**src/rtl/mem_access_unit.sv**
```systemverilog
// Load/store unit between the memory stage and a word-organised data RAM.
// Define MEM_MISALIGN_SPLIT_EN to split word-straddling accesses into two RAM transactions.
module mem_access_unit #(
    parameter int ADDR_WIDTH = 32
) (
    input  logic                  iClk,
    input  logic                  iRstN,
    input  logic                  iReqValid,
    output logic                  oReqReady,
    input  logic [3:0]            iMemControl,
    input  logic [ADDR_WIDTH-1:0] iAddr,
    input  logic [31:0]           iWriteData,
    output logic                  oBusy,
    output logic                  oRespValid,
    output logic [31:0]           oRespData,
    output logic                  oRespErr,
    output logic                  oRamReq,
    input  logic                  iRamAck,
    output logic                  oRamWe,
    output logic [3:0]            oRamBe,
    output logic [ADDR_WIDTH-3:0] oRamAddr,
    output logic [31:0]           oRamWData,
    input  logic [31:0]           iRamRData
);
    localparam int WA = ADDR_WIDTH - 2;

`ifdef MEM_MISALIGN_SPLIT_EN
    typedef enum logic [1:0] {S_IDLE = 2'd0, S_ACC1 = 2'd1, S_ACC2 = 2'd2, S_RESP = 2'd3} state_e;
`else
    typedef enum logic [1:0] {S_IDLE = 2'd0, S_ACC1 = 2'd1, S_RESP = 2'd3} state_e;
`endif

    state_e        state_q, state_d;
    logic          st_q, sgn_q;
    logic [2:0]    size_q;
    logic [1:0]    off_q;
    logic [WA-1:0] waddr_q;
    logic [7:0]    be_q;
    logic [63:0]   wimg_q;
    logic [31:0]   rd0_q, rd1_q;
`ifdef MEM_MISALIGN_SPLIT_EN
    logic          strad_q;
`else
    logic          err_q;
`endif

    // Request decode; size 0 marks the "none" codes
    logic [2:0]  size;
    logic        sgn, st, strad, accept;
    logic [3:0]  smask;
    logic [7:0]  be_img;
    logic [63:0] w_img;

    always_comb begin
        size = 3'd0;
        sgn  = 1'b0;
        st   = 1'b0;
        case (iMemControl)
            4'b0000: size = 3'd4;
            4'b0001: begin size = 3'd2; sgn = 1'b1; end
            4'b0010: begin size = 3'd1; sgn = 1'b1; end
            4'b0011: size = 3'd2;
            4'b0100: size = 3'd1;
            4'b0101: begin size = 3'd4; st = 1'b1; end
            4'b0110: begin size = 3'd2; st = 1'b1; end
            4'b0111: begin size = 3'd1; st = 1'b1; end
            default: size = 3'd0;
        endcase
        case (size)
            3'd4:    smask = 4'b1111;
            3'd2:    smask = 4'b0011;
            3'd1:    smask = 4'b0001;
            default: smask = 4'b0000;
        endcase
        strad  = ({1'b0, iAddr[1:0]} + size) > 3'd4;
        be_img = 8'({4'b0000, smask} << iAddr[1:0]);
        w_img  = {32'b0, iWriteData} << {iAddr[1:0], 3'b000};
        accept = (state_q == S_IDLE) && iReqValid && (size != 3'd0);
    end

    always_comb begin
        state_d = state_q;
        case (state_q)
            S_IDLE: if (accept) begin
`ifdef MEM_MISALIGN_SPLIT_EN
                state_d = S_ACC1;
`else
                state_d = strad ? S_RESP : S_ACC1;
`endif
            end
            S_ACC1: if (iRamAck) begin
`ifdef MEM_MISALIGN_SPLIT_EN
                state_d = strad_q ? S_ACC2 : S_RESP;
`else
                state_d = S_RESP;
`endif
            end
`ifdef MEM_MISALIGN_SPLIT_EN
            S_ACC2: if (iRamAck) state_d = S_RESP;
`endif
            S_RESP:  state_d = S_IDLE;
            default: state_d = S_IDLE;
        endcase
    end

    always_ff @(posedge iClk or negedge iRstN) begin
        if (!iRstN) begin
            state_q <= S_IDLE;
            st_q    <= 1'b0;
            sgn_q   <= 1'b0;
            size_q  <= 3'd0;
            off_q   <= 2'd0;
            waddr_q <= '0;
            be_q    <= 8'h00;
            wimg_q  <= 64'h0;
            rd0_q   <= 32'h0;
            rd1_q   <= 32'h0;
`ifdef MEM_MISALIGN_SPLIT_EN
            strad_q <= 1'b0;
`else
            err_q   <= 1'b0;
`endif
        end else begin
            state_q <= state_d;
            if (accept) begin
                st_q    <= st;
                sgn_q   <= sgn;
                size_q  <= size;
                off_q   <= iAddr[1:0];
                waddr_q <= iAddr[ADDR_WIDTH-1:2];
                be_q    <= be_img;
                wimg_q  <= w_img;
                rd0_q   <= 32'h0;
                rd1_q   <= 32'h0;
`ifdef MEM_MISALIGN_SPLIT_EN
                strad_q <= strad;
`else
                err_q   <= strad;
`endif
            end
            if (state_q == S_ACC1 && iRamAck) rd0_q <= iRamRData;
`ifdef MEM_MISALIGN_SPLIT_EN
            if (state_q == S_ACC2 && iRamAck) rd1_q <= iRamRData;
`endif
        end
    end

    logic ram_req, second;
    logic [31:0] lo, ext;

    always_comb begin
`ifdef MEM_MISALIGN_SPLIT_EN
        second = (state_q == S_ACC2);
`else
        second = 1'b0;
`endif
        ram_req    = (state_q == S_ACC1) || second;
        oReqReady  = (state_q == S_IDLE);
        oBusy      = (state_q != S_IDLE);
        oRespValid = (state_q == S_RESP);
        // RAM-side outputs are forced to zero outside a transaction
        oRamReq    = ram_req;
        oRamWe     = ram_req & st_q;
        oRamBe     = ram_req ? (second ? be_q[7:4] : be_q[3:0]) : 4'b0000;
        oRamAddr   = ram_req ? (second ? waddr_q + {{(WA-1){1'b0}}, 1'b1} : waddr_q) : '0;
        oRamWData  = ram_req ? (second ? wimg_q[63:32] : wimg_q[31:0]) : 32'h0;

        lo = 32'({rd1_q, rd0_q} >> {off_q, 3'b000});
        case (size_q)
            3'd1:    ext = {{24{sgn_q & lo[7]}}, lo[7:0]};
            3'd2:    ext = {{16{sgn_q & lo[15]}}, lo[15:0]};
            default: ext = lo;
        endcase
`ifdef MEM_MISALIGN_SPLIT_EN
        oRespErr  = 1'b0;
        oRespData = (oRespValid && !st_q) ? ext : 32'h0;
`else
        oRespErr  = oRespValid & err_q;
        oRespData = (oRespValid && !st_q && !err_q) ? ext : 32'h0;
`endif
    end
endmodule

```
**config.mk**
```make
export PLATFORM = sky130hd
export DESIGN_NAME = mem_access_unit
export DESIGN_NICKNAME = d
export VERILOG_FILES = /design/src/rtl/mem_access_unit.sv
export SDC_FILE = /design/constraint.sdc
export NUM_CORES = 1
export LEC_CHECK = 0
export CELL_PAD_IN_SITES_DETAIL_PLACEMENT = 1
export CELL_PAD_IN_SITES_GLOBAL_PLACEMENT = 2
export CORE_MARGIN = 2
export CORE_UTILIZATION = 23
export DETAILED_ROUTE_END_ITERATION = 7
export PLACE_DENSITY_LB_ADDON = 0.1
export SYNTH_ARGS = -nofsm -noshare
export SYNTH_HDL_FRONTEND = slang
export SYNTH_SLANG_ARGS = --single-unit
```
**constraint.sdc**
```tcl
create_clock -name iClk -period 2.1 [get_ports iClk]
set_input_delay 0.315 -clock iClk [delete_from_list [all_inputs] [get_ports iClk]]
set_output_delay 0.315 -clock iClk [all_outputs]
set_load 0.005 [all_outputs]
```
==> results.toml <==
[status]
outcome = "finished, violations left"
violations = "negative setup slack"

[setup_path]
max_stage_delay_ns = 0.54
path_delay_family = "multiplexers"
r2r_start = "state_q[0]$_DFFE_PN0P_"
setup.worst_path.end = "oRespData[19]"
rrSetupSlack_ns = 0.11
worst_setup_path_end_kind = "output port"
crit_required_ns = 1.78
cp_max_fo = 8
critPathKind = "reg -> out"
critPathLaunch = "off_q[1]$_DFFE_PN0P_"
cp.depth = 7
ff2ff_path_depth = 9
cp.arrival_ns = 2.15
cp_cell_sequence = "mux4_2 -> and3_4 -> a311oi_4 -> buf_6 -> buf_12 -> nor3_2 -> buf_2"
rr_endpoint = "rd0_q[5]$_DFFE_PN0P_"
start_kind = "register"
crit_buf_inv = 3
critPathSlowestCell = "mux4_2"

[logic_synthesis]
yosys.area.top_type = "dfrtp_1"
yosysSeqAreaShare = 0.4625
synthFlopType = "dfrtp_1"
synth_edf_count = 0
netlist_instances = 670
synth.distinct_cells = 38
synth.top_cell.area_share = 0.4625
syn_area_per_cell_um2 = 8.721
synth-seq-cells = 108
syn_nets = 776
synth_area_leaders = "dfrtp_1 (46%), nand2_1 (11%), and2_1 (7.5%)"
syn_area_um2 = 5843
synthArstFlopShare = 1.000
yosysWarnings = 0

[pwr]
power_mw = 13.95
ir_worst_vdd_uv = 609.5
p_leak_nw = 4.703
power_density_nw_per_um2 = 1410

[drt]
wire_per_inst_um = 19.32
num_vias = 5780
routed_wl_um = 24330
drt-vias-per-instance = 4.591
drc = 0
antenna_left = 0
drtIter0Drc = 238
first_pass_iters = 4

[global_route]
grt_most_used_layer = "met2"
track_usage = 0.1839
antenna_found_initial = 0
grt_max_degree = 51
grt_use_met3 = 0.04114
met1_usage = 0.2457
grtUsageMet2 = 0.3065
grt_first_pass_wirelength_um = 37400
grt_overflow_total = 0
first_global_vias = 6295

[sta]
hold_viol = 0
drv_slew = 0
timing.final.crit_share = 1.172
holdWs_ns = 0.4552
fin_ws_ns = -0.3618
final-setup-viol-count = 36
worstMarginPinSlew_ns = 0.6779
fmax_mhz = 406.2
fin_worst_skew_ns = 0.009984
rsz0062_at_grt = "true"
post-route-min-period_ns = 2.462
slew_headroom = 0.5464

[clock_network]
cts_sinks = 108
htree_levels = 3
clockBufferDepth = 2
numCtsBuffers = 9
worst_skew_pair.late_latency_ns = 0.36
cts_tree = "built"
path_clk_slew_ns = 0.08
cts_root_buf = "clkbuf_16"

[final_layout]
layout-drive-gt1-share = 0.3358
antennaDiodeCount = 0
syn2layout_area_growth_pct = 69.34
final_cells = 1259
nNetsFinal = 1030

[place]
pre_cts_slack_ns = -0.5572
portBuffers = 207
routabilityCongestion = 0.7393
dp_hpwl_um = 16290
placed_cells = 1207

[flow_run]
drv_cap = 0

[floorplan]
io_pins = 208
die_h_um = 163.4
rows = 58
die_area_um2 = 26700
coreArea_um2 = 25040
start_util = 0.2334
die_x_um = 163.4

[hold_path]
hold_class = "in -> reg"
[cells in the final DEF, fill, tap and decap left out, types with 7 or more instances in the layout]
cell type,netlist,final
buf_6,3,69
buf_2,2,33
buf_16,0,8
and2_1,70,7
nor2_1,39,38
a21oi_2,0,8
nand3_1,19,19
buf_4,0,46
clkdlybuf4s50_1,0,101
mux2i_1,39,38
a211oi_1,23,16
a21oi_1,20,12
nand2_1,177,177
dfrtp_1,108,107
a22o_1,32,32
buf_12,0,20
o31ai_1,10,10
clkbuf_16,0,10
a211oi_2,0,7
and2_4,0,63
o21ai_0,17,16
[area by class of cell]
class,count,area [um2]
Sequential cell,108,2704
Clock inverter,7,121.4
Timing Repair Buffer,297,3167
Clock buffer,9,225.2
Tap cell,330,412.9
Multi-Input combinational cell,502,3242
Inverter,6,22.52
Fill cell,2824,15140
[report_power, final]
group | internal, mW | total (mW) | leakage (nW) | switching (mW)
sequential | 3.03 | 3.74 | 1.37 | 0.711
combinational | 4.65 | 8.15 | 3.16 | 3.50
clock | 1.18 | 2.05 | 0.171 | 0.872
[how the worst min path moves through the flow]
stage / start / endpoint / slack (ns) / cells after the start
final: iAddr[0] / off_q[0]$_DFFE_PN0P_ / 0.46 / 4
after global routing: iAddr[18] / waddr_q[16]$_DFFE_PN0P_ / 0.46 / 3
after CTS: iAddr[0] / off_q[0]$_DFFE_PN0P_ / 0.43 / 4
after detailed placement: iRstN / wimg_q[29]$_DFFE_PN0P_ / 0.35 / 1
after global placement: iRstN / wimg_q[29]$_DFFE_PN0P_ / 0.34 / 1
after floorplan: iRstN / be_q[0]$_DFFE_PN0P_ / 0.02 / 0
[repair_timing]
item	CTS	global route
setup endpoints to repair	102	134
resized for setup	473	133
gates cloned	11	1
buffers inserted	26	11
hold buffers	1	0
pin swaps	25	44
hold endpoints to repair	36	0
[cells by family (layout without fill, tap and decap cells)]
group | after synthesis | count (layout) | synth area share
multiplexers | 41 | 41 | 0.07259
adder cells (fa/ha/maj) | 2 | 2 | 0.005567
XOR/XNOR | 2 | 2 | 0.002998
AND/OR/NAND/NOR | 341 | 341 | 0.2692
buffers and inverters | 60 | 319 | 0.04283
AO/OA/AOI/OAI | 116 | 116 | 0.1443
flip-flops | 108 | 108 | 0.4625
[through the flow]
stage                     utilization   TNS, ns  area (um2)
after floorplan                     -  -0.08828        5843
after global placement         0.3461    -5.023        8665
after detailed placement       0.3461    -6.415        8665
after CTS                      0.3799    -18.64        9512
after global routing           0.3952    -12.73        9894
final                          0.3952    -7.689        9894
[flip-flops by register name, indices dropped and copies added (netlist names)]
name and cells:
rd0_q 32, wimg_q 32, waddr_q 30, be_q 4
size_q 3, off_q 2, state_q 2, err_q 1
sgn_q 1, st_q 1
[worst reg2reg max path, cell delays in order, from the launching register on]
cell	delay [ns]
dfrtp_1	0.40
buf_6	0.13
nor2b_4	0.14
buf_12	0.13
buf_8	0.13
buf_16	0.13
buf_4	0.13
and2_1	0.19
buf_4	0.22
a22o_1	0.26
[metal layers]
metal / vias up / part of all wire / routed length [um]
met5: - / 0 / 0
li1: 2764 / - / -
met4: 0 / 0.0092 / 223
met2: 123 / 0.49 / 11840
met3: 14 / 0.051 / 1251
met1: 2879 / 0.45 / 11010
[cells in the mapped netlist, types with 5 or more instances]
cell	number
a211oi_1	23
a21oi_1	20
a22o_1	32
and2_1	70
buf_1	5
clkbuf_1	44
dfrtp_1	108
inv_1	6
mux2i_1	39
nand2_1	177
nand3_1	19
nor2_1	39
nor2b_1	11
nor3_1	9
o21ai_0	17
o2bb2ai_1	6
o31ai_1	10
Note: power is estimated with default switching activity, not from simulation.
